$ cat src/rtl/rev_add_sequencer.sv
// 16-bit add/subtract built from one 4-bit reversible adder slice, reused over
// four nibbles (LSB first) with a sticky check that the slice's pass-through outputs match its inputs.

module RevAdder (
  input  logic [3:0] a_i,
  input  logic [3:0] b_i,
  input  logic       cin_i,
  output logic [3:0] sum_o,
  output logic       cout_o,
  output logic [3:0] aout_o,
  output logic [3:0] bout_o,
  output logic       cinv_o
);

  logic [4:0] carry;

  // B and Cin are reconstructed from the sum and ripple carries rather than
  // wired straight through, so the check really exercises the inverse path.
  always_comb begin
    carry    = '0;
    sum_o    = '0;
    bout_o   = '0;
    carry[0] = cin_i;
    for (int i = 0; i < 4; i++) begin
      sum_o[i]     = a_i[i] ^ b_i[i] ^ carry[i];
      carry[i + 1] = (a_i[i] & b_i[i]) | (carry[i] & (a_i[i] ^ b_i[i]));
    end
    for (int i = 0; i < 4; i++) begin
      bout_o[i] = sum_o[i] ^ a_i[i] ^ carry[i];
    end
  end

  assign aout_o = a_i;
  assign cout_o = carry[4];
  assign cinv_o = sum_o[0] ^ a_i[0] ^ b_i[0];

endmodule

module rev_add_sequencer (
  input  logic        clk,
  input  logic        rst_n,
  input  logic        in_valid,
  output logic        in_ready,
  input  logic [15:0] A,
  input  logic [15:0] B,
  input  logic        Cin,
  input  logic        sub,
  output logic        out_valid,
  input  logic        out_ready,
  output logic [15:0] Sum,
  output logic        Cout,
  output logic        ovf,
  output logic        rev_err
);

  typedef enum logic [1:0] {IDLE, RUN, HOLD} state_t;

  state_t      state_q, state_d;
  logic [15:0] a_q, a_d;
  logic [15:0] beff_q, beff_d;
  logic        carry_q, carry_d;
  logic [1:0]  idx_q, idx_d;
  logic [15:0] sum_q, sum_d;
  logic        cout_q, cout_d;
  logic        ovf_q, ovf_d;
  logic        err_q, err_d;

  logic [3:0]  aNib, bNib;
  logic [3:0]  sliceSum, sliceAout, sliceBout;
  logic        sliceCout, sliceCinv;

  assign aNib = a_q[{idx_q, 2'b00} +: 4];
  assign bNib = beff_q[{idx_q, 2'b00} +: 4];

  RevAdder u_slice (
    .a_i    (aNib),
    .b_i    (bNib),
    .cin_i  (carry_q),
    .sum_o  (sliceSum),
    .cout_o (sliceCout),
    .aout_o (sliceAout),
    .bout_o (sliceBout),
    .cinv_o (sliceCinv)
  );

  always_ff @(posedge clk or negedge rst_n) begin
    if (!rst_n) begin
      state_q <= IDLE;
      a_q     <= '0;
      beff_q  <= '0;
      carry_q <= 1'b0;
      idx_q   <= '0;
      sum_q   <= '0;
      cout_q  <= 1'b0;
      ovf_q   <= 1'b0;
      err_q   <= 1'b0;
    end else begin
      state_q <= state_d;
      a_q     <= a_d;
      beff_q  <= beff_d;
      carry_q <= carry_d;
      idx_q   <= idx_d;
      sum_q   <= sum_d;
      cout_q  <= cout_d;
      ovf_q   <= ovf_d;
      err_q   <= err_d;
    end
  end

  always_comb begin
    state_d = state_q;
    a_d     = a_q;
    beff_d  = beff_q;
    carry_d = carry_q;
    idx_d   = idx_q;
    sum_d   = sum_q;
    cout_d  = cout_q;
    ovf_d   = ovf_q;
    err_d   = err_q;
    case (state_q)
      IDLE: begin
        if (in_valid) begin
          state_d = RUN;
          a_d     = A;
          beff_d  = sub ? ~B : B;
          carry_d = sub ? 1'b1 : Cin;
          idx_d   = '0;
          sum_d   = '0;
          cout_d  = 1'b0;
          ovf_d   = 1'b0;
          err_d   = 1'b0;
        end
      end
      RUN: begin
        sum_d[{idx_q, 2'b00} +: 4] = sliceSum;
        carry_d = sliceCout;
        err_d   = err_q | (sliceAout != aNib) | (sliceBout != bNib) |
                  (sliceCinv != carry_q);
        idx_d   = idx_q + 2'd1;
        if (idx_q == 2'd3) begin
          state_d = HOLD;
          cout_d  = sliceCout;
          ovf_d   = (a_q[15] == beff_q[15]) && (sliceSum[3] != a_q[15]);
        end
      end
      HOLD: begin
        if (out_ready) state_d = IDLE;
      end
      default: state_d = IDLE;
    endcase
  end

  assign in_ready  = (state_q == IDLE);
  assign out_valid = (state_q == HOLD);
  assign Sum       = sum_q;
  assign Cout      = cout_q;
  assign ovf       = ovf_q;
  assign rev_err   = err_q;

endmodule

$ cat config.mk
export PLATFORM = sky130hd
export DESIGN_NAME = rev_add_sequencer
export DESIGN_NICKNAME = d
export VERILOG_FILES = /design/src/rtl/rev_add_sequencer.sv
export SDC_FILE = /design/constraint.sdc
export NUM_CORES = 1
export LEC_CHECK = 0
export CAP_MARGIN = 10
export CORE_ASPECT_RATIO = 2
export CORE_MARGIN = 2
export CORE_UTILIZATION = 46
export CTS_CLUSTER_DIAMETER = 30
export DETAILED_ROUTE_END_ITERATION = 6
export PLACE_DENSITY = 0.76
export RECOVER_POWER = 25
export SLEW_MARGIN = 15
export SYNTH_ARGS = -nofsm -noshare
export SYNTH_HDL_FRONTEND = slang
export SYNTH_SLANG_ARGS = --single-unit
$ cat constraint.sdc
create_clock -name clk -period 2.81 [get_ports clk]
set_input_delay 0.562 -clock clk [delete_from_list [all_inputs] [get_ports clk]]
set_output_delay 0.562 -clock clk [all_outputs]
set_load 0.05 [all_outputs]
* Word-level counts from Yosys, hierarchy flattened
Index checks and enable logic that the tools add are counted.
** Cells by class
- Add/sub/neg operators :: 2
- Equality and inequality tests :: 10
- Shift-type cells :: 4
- Muxes and demuxes :: 19
- Bitwise operators :: 32
- Reductions and logical operators :: 7
** Operator list (number)
- 16-bit two-way mux :: 2
- 16-bit one-hot mux with 2 select lines :: 1
- 16-bit by 5-bit variable part select with 4-bit output :: 2
- 1-bit bitwise XOR :: 17
- 16-bit bitwise mux :: 1
- 16-bit NOT :: 1
- 4-bit by 6-bit variable shift with 16-bit output (first input constant) :: 1
- 4-bit by 6-bit variable part select with 16-bit output :: 1
- 1-bit AND :: 8
- 2-bit two-way mux :: 4
- 1-bit one-hot mux with 2 select lines :: 4
- 4-bit negator with 6-bit output :: 1
- 1-bit OR :: 6
- 2-bit one-hot mux with 3 select lines :: 1
- 3-bit AND reduction :: 2
- 1-bit two-way mux :: 5
- 2-bit == test (second input constant) :: 2
- 2-bit != test (second input constant) :: 2
- 4-bit != test :: 1
- 2-bit one-hot mux with 2 select lines :: 1
- 2-bit AND reduction :: 2
- 2-bit by 1-bit adder with 2-bit output (second input constant) :: 1
- 2-bit by 1-bit == test with 1-bit output (second input constant) :: 1
- 2-bit logical NOT :: 1
- 5 further kinds :: 6
** Storage, ports and cells
- Register bits after elaboration :: 56
- Input bits :: 38
- Output and inout port bits :: 21
- Word-level logic and storage cells :: 83

* Longest topological paths before layout
- Word-level depth :: 15
- Gate-level depth with buffers :: 13
- Depth with buffers taken out :: 12

* Cells and area by module
From an unflattened synthesis, not the netlist that was laid out.
** Unflattened totals
- Cell total of the unflattened synthesis :: 285
- Area, all modules :: 2936.6 um^2
** Modules (own cells, without submodules)
- rev_add_sequencer :: times used 1, cells an instance 260, area an instance 2678.8 um^2, sequential area each 1401.3 um^2
- RevAdder :: times used 1, cells an instance 25, area an instance 257.7 um^2, sequential area each 0.0 um^2

* Least setup slack after synthesis
Ideal clock, no wire load.
- Kind :: register to register
- Start :: reg idx_q[0]
- End :: reg ovf_q (netlist: ovf)
- Setup time :: 0.096 ns
- Arrival time :: 2.876 ns
- Data required time :: 2.714 ns
- Setup slack :: -0.161 ns
- Stages on the path, launching flop included :: 14
- Period minus slack after synthesis :: 2.971 ns
- Cell sequence :: dfrtp_1 -> buf_6 -> mux4_1 -> inv_1 -> fa_1 -> inv_1 -> fa_1 -> inv_1 -> fa_1 -> inv_1 -> fa_1 -> nor2_1 -> a21oi_1 -> o31ai_1
** Between the ends
- Longest elaborated chain between the ends :: 13
- Elaborated cells between the ends (all ways) :: 23
- Classes of those cells :: eq/ne: 3; shift: 2; mux: 2; bitwise: 14; reduce/logical: 2
** Ends and longest elaborated chain
- start, declared :: RTL line 62 : logic [1:0] idx_q, idx_d;
- start signal, assigned :: RTL line 102 : idx_q <= idx_d;
- 16-bit by 5-bit variable part select with 4-bit output (on tied branches) :: RTL line 72, 73
- 1-bit bitwise XOR :: RTL line 26 : carry[i + 1] = (a_i[i] & b_i[i]) | (carry[i] & (a_i[i] ^ b_i[i]));
- 1-bit AND :: RTL line 26
- 1-bit OR :: RTL line 26
- 1-bit AND :: RTL line 26
- 1-bit OR :: RTL line 26
- 1-bit AND :: RTL line 26
- 1-bit OR :: RTL line 26
- 1-bit bitwise XOR :: RTL line 25 : sum_o[i] = a_i[i] ^ b_i[i] ^ carry[i];
- 1-bit != test :: RTL line 143 : ovf_d = (a_q[15] == beff_q[15]) && (sliceSum[3] != a_q[15]);
- 1-bit logical AND :: RTL line 143
- 1-bit two-way mux :: RTL line 140 : if (idx_q == 2'd3) begin
- 1-bit one-hot mux with 2 select lines :: RTL line 120 : case (state_q)
- end signal, assigned :: RTL line 105 : ovf_q <= ovf_d;
- end, declared :: RTL line 65 : logic ovf_q, ovf_d;
Parallel ways exist; a longest one is shown, timed or not. The select of a mux whose other input is x is not followed.
A chain may end at the register's enable or synchronous reset.

* Worst setup path after layout
Ends and elaborated chain as after synthesis.

==> metrics.txt <==
outcome=complete, but fails checks; violated checks=DRC, setup timing; clk root buf=clkbuf_16; Netlist Area Pre-Place=0.00278 sq mm; crit path DAT=3040 ps; share of cells above drive strength 1=0.126; Finished Core Util=0.630; die area=0.00672 sq mm; placed cell count=387; CTS Hold Bufs=0; H-tree levels=2; first-pass GRT wire length=10400 um; Worst Path Required=2960 ps; CP max FO=4; Global Route Usage Sum=0.203; top-area cell type share of the netlist area=0.504; mean routed wirelength per cell=15.5 um; CTS tree=built; static leakage power=1.67 nW; initial drt markers=114; Worst setup SP type=register; area grow syn2layout=33.9%; max_cap viols=0; Slew Limit Headroom=0.334; Die Y=114 um; area leader, netlist=dfrtp_1; final setup vio count=5; max-slew violation total from the final report=0; DRT Wirelength=6170 um; Worst-Margin Slew=999 ps; P per Cell Area=1540 mW/mm^2; Clock transition at path regs=70 ps; Avg Cell Area, Syn=10.5 sq um; Post-layout nets=381; initial antenna violation count=0; post-synth cell types=28; CTS max path bufs=2; number of flops mapped to enable cells by yosys=0; Ys Warns=0; Boundary Pins=59; synth cell count leaders=nand2_1, dfrtp_1, a21oi_1; GR Overflow Total=0; r2r startpoint=idx_q[0]$_DFFE_PN0P_; GPL Wtd Cong=0.813; core area=0.00591 sq mm; Non-Filler Instances=397; Die Width=59.0 um; Setup Crit Path Kind=reg -> reg; Pre-antenna DRT Iters=6; Remaining DRCs=4; post-route cell area=0.00372 sq mm; Worst Skew=6.16 ps; Max IR drop VDD=0.814 mV; filler instances=487; R2R setup slack=-80 ps; detailed-route vias per instance=5.31; RSZ-0062 raised after global routing=true; dpl ws=-160 ps; R2R cell count=12; Post-DP Area=0.00349 sq mm; worst-skew pair later-pin latency=290 ps; top_reg_cell synth=dfrtp_1; Antenna Violating Nets Remaining=0; CTS sink count=56; maximum clock frequency=0.346 GHz; Synth Net Count=312; CP Launch Point=idx_q[0]$_DFFE_PN0P_; FFs w/ async S/R, synth=1.00; Final Cycle Share=1.03; area of the multi-input gates=0.00128 sq mm; Tmin final=2890 ps; largest cells by area after synthesis=dfrtp_1, nand2_1, xnor2_1; Final Power=0.00574 W; Num CTS Buffers=5; Setup WS post-layout=-79.5 ps; sequential area share after synthesis=0.504; crit end category=register; vias post-DR=2107; top-count cell post-synth=nand2_1; largest net degree at the start of global routing=28; Initial Util=0.471; vias in the first global route=2220; Hold WC Path Type=in -> async; # rows=40; flops & latches, synth=56; reg-to-reg endpoint=ovf$_DFFE_PN0P_; storage element area=0.00140 sq mm; Hold Vio Cnt, Final=0; Cells after Synth=264; detailed placer's ending HPWL=4650 um; # port buffers=58; ANT cells=0
[layout by cell type, fill, tap and decap left out]
cell,count
nor3b_1,1
bufinv_16,3
a22o_1,10
inv_1,6
fa_2,4
nor4_1,1
dfrtp_2,1
xnor3_1,4
nor3_1,1
nor2_1,19
ha_1,6
clkbuf_1,2
nor2b_1,2
nand3_1,3
o21ai_0,12
or3_1,1
clkdlybuf4s50_1,57
nand4_1,1
mux4_2,7
nor3b_2,1
clkbuf_16,5
buf_6,1
xnor2_1,18
buf_4,15
a21oi_1,21
or4_1,1
mux4_1,1
o31ai_1,2
inv_2,5
dfrtp_1,55
o311ai_0,1
and3_1,2
nand2b_1,1
nand2_1,64
[flip-flops by register name (all words and copies together), names as in the netlist]
register	cells
beff_q	16
ovf	1
Cout	1
Sum	16
rev_err	1
a_q	16
carry_q	1
idx_q	2
state_q	2
[critical path, cell delays in order, from the launching register on]
cell,delay [ps]
dfrtp_2,420
mux4_2,540
inv_2,80
fa_2,210
inv_2,40
fa_2,330
inv_2,70
fa_2,200
inv_2,40
fa_2,560
nor2_1,60
a21oi_1,120
o31ai_1,80
[layout make-up]
type	count	share of cell area
clock inverter	3	0.0242
inverter	11	0.0111
clock buffer	5	0.0336
timing repair buffer	75	0.189
sequential	56	0.377
multi-input combinational	184	0.345
tap	63	0.0212
[what timing repair did]
action | CTS | global route
gates resized for setup | 7 | 0
pin swaps | 7 | 0
endpoints found under the setup margin | 5 | 5
setup buffers | 2 | 0
[power by group]
part / total (W) / internal [W] / switching (W)
clock network: 0.000880 / 0.000600 / 0.000279
registers: 0.00139 / 0.00116 / 0.000228
logic: 0.00347 / 0.00165 / 0.00183
total: 0.00574 / 0.00340 / 0.00233
[metal layers]
metal,up-vias,track usage,wire [um]
li1,1016,-,-
met1,1015,0.234,2320
met2,63,0.360,3440
met3,13,0.0374,271
met4,0,0.0773,144
met5,-,0,0
[through the flow]
stage	hold WS (ps)	TNS [ps]
after floorplan	266	-85.4
after global placement	461	-188
after detailed placement	464	-727
after CTS	188	-139
after global routing	443	-665
final	366	-181
[worst max-delay path by stage]
| stage | end | cells past startpoint |
|---|---|---|
| 2_1_floorplan | ovf$_DFFE_PN0P_ | 13 |
| 3_3_place_gp | Sum[3]$_DFFE_PN0P_ | 11 |
| 3_5_place_dp | Sum[3]$_DFFE_PN0P_ | 11 |
| 4_1_cts | ovf$_DFFE_PN0P_ | 12 |
| 5_1_grt | ovf$_DFFE_PN0P_ | 12 |
| 6_report | ovf$_DFFE_PN0P_ | 12 |
[cells by family (layout without fill, tap and decap cells)]
logic type | after synthesis | after routing | share of synthesized area
buffers and inverters | 24 | 94 | 0.0387
DFF | 56 | 56 | 0.504
AOI/OAI and AO/OA | 46 | 46 | 0.0995
xor gates and xnor gates | 22 | 22 | 0.0891
adders and majority gates | 10 | 10 | 0.0558
muxes | 8 | 8 | 0.0675
and+or+nand+nor | 98 | 98 | 0.145
Power figures use the tool's default switching activity.
